--- src/rtl/tx_pkg.sv ---
// Definitions shared by the UART transmitter and receiver: FSM state encoding,
// default parameter values and the baud timer width.
package tx_pkg;

    localparam int unsigned DEF_CLK_FREQUENCY = 100_000_000;
    localparam int unsigned DEF_BAUD_RATE     = 19_200;
    localparam bit          DEF_PARITY_BIT    = 1'b1;
    localparam int unsigned TIMER_W           = 32;

    typedef enum logic [2:0] {
        IDLE = 3'd0,
        SRT  = 3'd1,
        BITS = 3'd2,
        PAR  = 3'd3,
        STP  = 3'd4,
        ACK  = 3'd5
    } uart_state_e;

endpackage

--- src/rtl/tx_baud_timer.sv ---
// Free-running bit-period timer: counts 0..TIMER_MAX-1 and pulses done on the
// last count, so every period is exactly TIMER_MAX cycles. clr restarts it.
module baud_timer
    import tx_pkg::*;
#(
    parameter int unsigned TIMER_MAX = 2
) (
    input  logic clk,
    input  logic rst,
    input  logic clr,
    output logic done
);

    localparam logic [TIMER_W-1:0] LAST = TIMER_W'(TIMER_MAX - 1);
    localparam logic [TIMER_W-1:0] ONE  = TIMER_W'(1);

    logic [TIMER_W-1:0] count_q, count_d;

    assign done = (count_q == LAST);

    always_comb begin
        count_d = count_q + ONE;
        if (clr || done) begin
            count_d = '0;
        end
    end

    always_ff @(posedge clk or negedge rst) begin
        if (!rst) begin
            count_q <= '0;
        end else begin
            count_q <= count_d;
        end
    end

endmodule

--- src/rtl/tx.sv ---
// UART transmitter: 8 data bits LSB first, one parity bit, one stop bit.
// One frame per send assertion; ACK holds until send is released.
module tx
    import tx_pkg::*;
#(
    parameter int unsigned CLK_FREQUENCY = DEF_CLK_FREQUENCY,
    parameter int unsigned BAUD_RATE     = DEF_BAUD_RATE,
    parameter bit          PARITY_BIT    = DEF_PARITY_BIT
) (
    input  logic        clk,
    input  logic        rst,
    input  logic [7:0]  din,
    input  logic        send,
    output logic        tx_out,
    output logic        busy,
    output uart_state_e dbg_state_o
);

    localparam int unsigned BAUD_TIMER_MAX = CLK_FREQUENCY / BAUD_RATE;

    if (BAUD_TIMER_MAX < 2) begin : g_bad_baud
        $error("tx: BAUD_TIMER_MAX = CLK_FREQUENCY/BAUD_RATE must be at least 2");
    end

    uart_state_e state_q, state_d;
    logic [7:0]  shift_q, shift_d;
    logic [2:0]  cnt_q, cnt_d;
    logic        par_q, par_d;
    logic        tx_q, tx_d;
    logic        busy_q, busy_d;
    logic        timer_clr;
    logic        baud_done;

    // Holding the timer clear while waiting makes the start bit begin a full period.
    assign timer_clr   = (state_q == IDLE) || (state_q == ACK);
    assign tx_out      = tx_q;
    assign busy        = busy_q;
    assign dbg_state_o = state_q;

    baud_timer #(
        .TIMER_MAX(BAUD_TIMER_MAX)
    ) u_baud_timer (
        .clk (clk),
        .rst (rst),
        .clr (timer_clr),
        .done(baud_done)
    );

    always_comb begin
        state_d = state_q;
        shift_d = shift_q;
        cnt_d   = cnt_q;
        par_d   = par_q;
        tx_d    = tx_q;
        case (state_q)
            IDLE: begin
                tx_d = 1'b1;
                if (send) begin
                    state_d = SRT;
                    shift_d = din;
                    par_d   = PARITY_BIT;
                    cnt_d   = 3'd0;
                    tx_d    = 1'b0;
                end
            end
            SRT: begin
                if (baud_done) begin
                    state_d = BITS;
                    cnt_d   = 3'd0;
                    tx_d    = shift_q[0];
                    par_d   = par_q ^ shift_q[0];
                    shift_d = shift_q >> 1;
                end
            end
            BITS: begin
                if (baud_done) begin
                    if (cnt_q == 3'd7) begin
                        state_d = PAR;
                        tx_d    = par_q;
                    end else begin
                        cnt_d   = cnt_q + 3'd1;
                        tx_d    = shift_q[0];
                        par_d   = par_q ^ shift_q[0];
                        shift_d = shift_q >> 1;
                    end
                end
            end
            PAR: begin
                if (baud_done) begin
                    state_d = STP;
                    tx_d    = 1'b1;
                end
            end
            STP: begin
                if (baud_done) begin
                    state_d = ACK;
                end
            end
            ACK: begin
                tx_d = 1'b1;
                if (!send) begin
                    state_d = IDLE;
                end
            end
            default: begin
                state_d = IDLE;
                tx_d    = 1'b1;
            end
        endcase
        busy_d = (state_d != IDLE);
    end

    always_ff @(posedge clk or negedge rst) begin
        if (!rst) begin
            state_q <= IDLE;
            shift_q <= 8'h00;
            cnt_q   <= 3'd0;
            par_q   <= 1'b0;
            tx_q    <= 1'b1;
            busy_q  <= 1'b0;
        end else begin
            state_q <= state_d;
            shift_q <= shift_d;
            cnt_q   <= cnt_d;
            par_q   <= par_d;
            tx_q    <= tx_d;
            busy_q  <= busy_d;
        end
    end

endmodule

--- config.mk ---
export PLATFORM = sky130hd
export DESIGN_NAME = tx
export DESIGN_NICKNAME = d
export VERILOG_FILES = /design/src/rtl/tx_pkg.sv /design/src/rtl/tx_baud_timer.sv /design/src/rtl/tx.sv
export SDC_FILE = /design/constraint.sdc
export NUM_CORES = 1
export LEC_CHECK = 0
export BUFFER_PORTS_ARGS = -buffer_cell sky130_fd_sc_hd__buf_2
export CAP_MARGIN = 20
export CORE_ASPECT_RATIO = 0.6
export CORE_UTILIZATION = 57
export CTS_CLUSTER_SIZE = 20
export DETAILED_ROUTE_END_ITERATION = 8
export PLACE_DENSITY = 0.8
export SYNTH_ARGS = -nofsm -noshare
export SYNTH_HDL_FRONTEND = slang
export SYNTH_SLANG_ARGS = --single-unit
--- constraint.sdc ---
create_clock -name clk -period 4.5 [get_ports clk]
set_input_delay 0.45 -clock clk [delete_from_list [all_inputs] [get_ports clk]]
set_output_delay 0.45 -clock clk [all_outputs]
set_load 0.03 [all_outputs]
# --- Word-level counts from Yosys, hierarchy flattened ---
# Cells that the tools add are included.
word_totals:
  in_bits: 11
  wordCells: 60
  reg_bits: 49
op_classes:
  n_reduce_logical: 7
  n_eq_ne: 12
  n_bitwise: 2
  muxes: 30
  n_addsub: 2
ops:
  columns: ["operator", "count"]
  rows:
  - ["3-bit 2-to-1 mux", 11]
  - ["32-bit by 1-bit adder with 32-bit output (second input constant)", 1]
  - ["32-bit by 13-bit equality test with 1-bit output (second input constant)", 1]
  - ["32-bit 2-to-1 mux", 1]
  - ["8-bit 2-to-1 mux", 4]
  - ["8-bit case mux with 3 select lines", 1]
  - ["3-bit case mux with 6 select lines", 1]
  - ["3-bit equality test (second input constant)", 3]
  - ["1-bit 2-to-1 mux", 9]
  - ["3-bit case mux with 3 select lines", 1]
  - ["3-bit by 2-bit equality test with 1-bit output (second input constant)", 2]
  - ["2-bit by 1-bit != test with 1-bit output (second input constant)", 3]
  - ["3-bit nonzero test", 2]
  - ["1-bit case mux with 5 select lines", 1]
  - ["5-bit AND reduction", 1]
  - ["2-bit != test (second input constant)", 2]
  - ["4-bit AND reduction", 1]
  - ["3-bit by 1-bit adder with 3-bit output (second input constant)", 1]
  - ["3-bit by 1-bit equality test with 1-bit output (second input constant)", 1]
  - ["3-bit logical NOT", 1]
  - ["1-bit case mux with 3 select lines", 1]
  - ["1-bit logical OR", 2]
  - ["1-bit inverter", 1]
  - ["1-bit bitwise XOR", 1]

# --- Longest topological paths before layout ---
depth:
  word_depth: 5
  ltp_mapped: 8

# --- Hierarchy ---
# From an unflattened synthesis, not the netlist that was laid out.
unflattened:
  cells_unflattened: 270
  area_unflattened_um2: 2706.3
by_module_without_submodules:
  columns: ["module", "area_per_inst_um2", "seq_area_each_um2", "n_inst", "cells_per_inst"]
  rows:
  - ["baud_timer", 1765.4, 800.8, 1, 181]
  - ["tx", 940.9, 426.7, 1, 89]

# --- Least setup slack after synthesis ---
# OpenSTA, ideal clock, no wires.
synth_timing:
  kind: "register to register"
  startpoint: "reg u_baud_timer.count_q[0]"
  endpoint: "reg cnt_q[0]"
  period_less_slack_ns: 2.090
  path_buffers: 1
  path_stages_with_launch: 8
  t_arrival_ns: 1.962
  path_slack_ns: 2.410
  path_cell_list: "dfrtp_1 > ha_1 > nor4b_1 > nand2_1 > nor4_4 > o21ba_2 > buf_6 > mux2_1"
synth_via:
  elab_chain_cells: 3
synth_rtl:
  columns: ["item", "line_no", "text"]
  rows:
  - ["from (decl)", "tx_baud_timer.sv:17", "logic [TIMER_W-1:0] count_q, count_d;"]
  - ["from (signal assigned)", "tx_baud_timer.sv:32", "count_q <= count_d;"]
  - ["32-bit by 13-bit equality test with 1-bit output *", "tx_baud_timer.sv:19", "assign done = (count_q == LAST);"]
  - ["2-bit by 1-bit != test with 1-bit output (no source line)", null, null]
  - ["5-bit AND reduction (no source line) *", null, null]
  - ["to (signal assigned)", "tx.sv:124", "cnt_q <= cnt_d;"]
  - ["to (decl)", "tx.sv:27", "logic [2:0] cnt_q, cnt_d;"]
# Mark *: on every way between the ends. The rest lies on a longest branch, timed or not.
# A chain may end at the register's enable or synchronous reset.

# --- Final worst setup path ---
layout_timing:
  startpoint: "reg u_baud_timer.count_q[0]"
  endpoint: "reg cnt_q[2]"
# The elaborated chain is that of the path after synthesis.

==> impl_metrics.py <==
metrics = {
    "place": {
        "io_buffers": 15,
        "gp_congestion": 0.8270,
        "hpwlAfterDp_um": 3572,
    },
    "clocking": {
        "clockBufferDepth": 2,
        "cts.reportedPaths.clkPinSlew_ns": 0.08,
        "hold_buffers": 0,
        "worstSkewPairLatency_ns": 0.30,
        "cts-buffers-inserted": 5,
        "cts_resized": 0,
        "clkSinkCount": 49,
        "cts_tree": "done",
        "cts-root-buf": "clkbuf_8",
        "postCtsSetupBuffers": 0,
        "h-tree-depth": 2,
    },
    "synth": {
        "ys_ff_latch": 49,
        "netlist_area_um2": 2613,
        "syn_nets": 293,
        "ys.flop_type": "dfrtp_1",
        "yosys_warnings": 0,
        "netlist_instances": 279,
        "synth_edf_count": 0,
        "ys_async_sr_fraction_pct": 100.0,
        "seq_area_frac_synth_pct": 46.98,
        "synth.avg_cell_area_um2": 9.364,
        "synth.distinct_cells": 39,
    },
    "layout": {
        "drive_above_1_share_pct": 11.34,
        "final_cell_mix": "57 x nor2_1, 48 x dfrtp_1, 19 x xor2_1, 17 x nand2_1, 16 x nand3_1",
        "fin_util_pct": 66.08,
        "syn_to_final_growth_pct": 7.663,
        "num_antenna_cells": 0,
        "nFillCells": 356,
        "final_common_cell": "nor2_1",
        "nNetsFinal": 305,
    },
    "critical_path": {
        "cp_top_family": "simple AND/OR/NAND/NOR gates",
        "critPathCapture": "cnt_q[2]",
        "r2r_slack_ns": 1.72,
        "path_max_fanout": 17,
        "path_class": "flop to flop",
        "end_kind": "flop",
        "required_ns": 4.69,
        "cp_num_cells": 6,
        "cp-start-kind": "flop",
        "r2r_start": "u_baud_timer.count_q[0]",
        "cp.buffers_inverters": 0,
        "reg2reg_depth": 6,
        "arrival_ns": 2.97,
        "crit_chain": "ha_1 -> nor4b_1 -> nand2_1 -> nor4_4 -> o21ba_2 -> mux2_2",
        "worstReg2RegEnd": "cnt_q[2]",
        "cpMaxStageDelayCell": "nor4_4",
        "crit_start": "u_baud_timer.count_q[0]",
        "crit_path_max_incr_delay_ns": 0.78,
    },
    "power": {
        "total_power_mw": 1.155,
        "p_sw_share_pct": 34.10,
        "powerDensity_nw_per_um2": 410.6,
        "p_leak_nw": 1.258,
        "intPower_uw": 761.0,
        "pwr-share-clk_pct": 22.6,
        "comb_power_share_pct": 27.6,
        "p_seq_share_pct": 49.7,
        "p_sw_uw": 393.9,
        "ir_drop_v": 0.0002281,
    },
    "timing": {
        "maxSlewViolCount": 0,
        "tightest_slew_ns": 0.9550,
        "finalHoldViolCount": 0,
        "fin_setup_tns_ns": 0,
        "period_share_pct": 61.72,
        "period_minus_slack_ns": 2.777,
        "slew-limit-headroom_pct": 35.85,
        "setup_viol": 0,
        "fin_skew_ns": 0.009842,
        "max_freq_mhz": 360.1,
        "rsz0062_at_grt": "false",
    },
    "floorplan": {
        "core_um2": 4257,
        "num_rows": 18,
        "dieArea_um2": 4867,
        "pin_count": 16,
        "die-width_um": 89.40,
        "die_h_um": 54.44,
        "initial_utilization_pct": 61.38,
    },
    "global_route": {
        "first_global_vias": 1815,
        "grt_usage_pct": 24.59,
        "overflow": 0,
        "grt_pass1_wl_um": 8694,
        "antenna_found_initial": 0,
        "grt_max_degree": 50,
    },
    "detailed_routing": {
        "drt_drc_violations_left": 0,
        "routed_wl_um": 5172,
        "viasPerCell": 5.670,
        "drtPass1Iterations": 4,
        "antenna_left": 0,
        "drt_iter0_markers": 105,
        "vias": 1990,
        "detail_route.wl_per_cell_um": 14.74,
    },
    "hold_path": {
        "hold_path.class": "input pin to flop",
    },
    "status": {
        "outcome": "finished, final reports clean",
    },
    "flow_run": {
        "cap_violations": 0,
    },
}
-- power groups by stage --
| stage | logic, mW | clock network [mW] | registers [mW] |
|---|---|---|---|
| 3_3_place_gp | 0.312 | 0 | 0.581 |
| 3_5_place_dp | 0.316 | 0 | 0.581 |
| 4_1_cts | 0.317 | 0.267 | 0.573 |
| 5_1_grt | 0.365 | 0.285 | 0.586 |
| 2_1_floorplan | 0.262 | 0 | 0.581 |
| 6_report | 0.319 | 0.261 | 0.574 |
-- registers in the layout, indices dropped and copies added, names as in the netlist --
name                  cells
dbg_state_o               3
par_q                     1
cnt_q                     3
shift_q                   8
u_baud_timer.count_q     32
tx_out                    1
busy                      1
-- stage by stage --
step	hold slack (ns)	cell area (um^2)	std cells	setup WS [ns]
3_5_place_dp	0.4843	2696	342	1.738
6_report	0.3730	2813	351	1.723
5_1_grt	0.3821	2813	351	1.474
2_1_floorplan	0.1544	2613	279	2.410
3_3_place_gp	0.4749	2696	342	1.824
4_1_cts	0.3676	2783	349	1.739
-- worst min path at each step --
stage                                        from                       to  slack (ns)  depth (start not counted)
after floorplan                               rst                     busy        0.15                          0
after global placement                   cnt_q[1]                 cnt_q[1]        0.47                          1
after detailed placement  u_baud_timer.count_q[0]  u_baud_timer.count_q[0]        0.48                          1
after CTS                                  din[7]               shift_q[7]        0.37                          3
after global routing                       din[7]               shift_q[7]        0.38                          3
final                                      din[7]               shift_q[7]        0.37                          3
-- routing by layer --
| layer | GRT usage, % | vias up | part of all wire (%) |
|---|---|---|---|
| met5 | 0 | - | 0 |
| met4 | 8.995 | 0 | 1.2 |
| met3 | 5.430 | 6 | 6.4 |
| met2 | 33.21 | 56 | 37 |
| met1 | 37.95 | 934 | 55 |
| li1 | - | 994 | - |
-- cells in the mapped netlist (2+ instances only) --
library cell   n  share of area [%]
xnor2_1       10                3.4
ha_1           3                1.4
mux2i_1        5                1.9
or2_2          3               0.72
nor2_1        57                8.2
xor2_1        19                6.4
and3_1         7                1.7
and4_1         2               0.67
o22ai_1        4               0.96
buf_4          3               0.86
nand4_1        9                2.2
nand2b_1       3               0.72
nand2_1       17                2.4
mux2_1         2               0.86
o32a_1         3                1.1
nor3_1         6                1.1
a21oi_1       12                2.3
o22a_1         7                2.3
nor4_1         8                1.9
inv_1          9                1.3
dfrtp_1       48                 46
clkbuf_1       6               0.86
a31oi_1        2               0.48
buf_2          2               0.38
o21ai_0        3               0.57
nand3_1       16                3.1
-- logic make-up after synthesis --
kind of cell	share of synthesized area [%]
AND/OR/NAND/NOR	25.96
flip-flops	46.98
AO/OA/AOI/OAI	8.860
XOR/XNOR	9.722
buffers and inverters	3.831
multiplexers	3.209
adder cells (fa/ha/maj)	1.437
-- cell type report --
cell class              count  area [um^2]  share of cell area (%)
flip-flops and latches     49         1227                   43.64
repair buffers             17        105.1                   3.737
inverters                   9        33.78                   1.201
clock buffers               7        86.33                   3.069
well taps                  60        75.07                   2.669
multi-input cells         209         1285                   45.68
-- tightest hold or removal path, stage by stage --
cell and delay (ns):
buf_2 0.08, nand2_1 0.04, o21ai_0 0.07
Note: power is estimated with default switching activity, not from simulation.
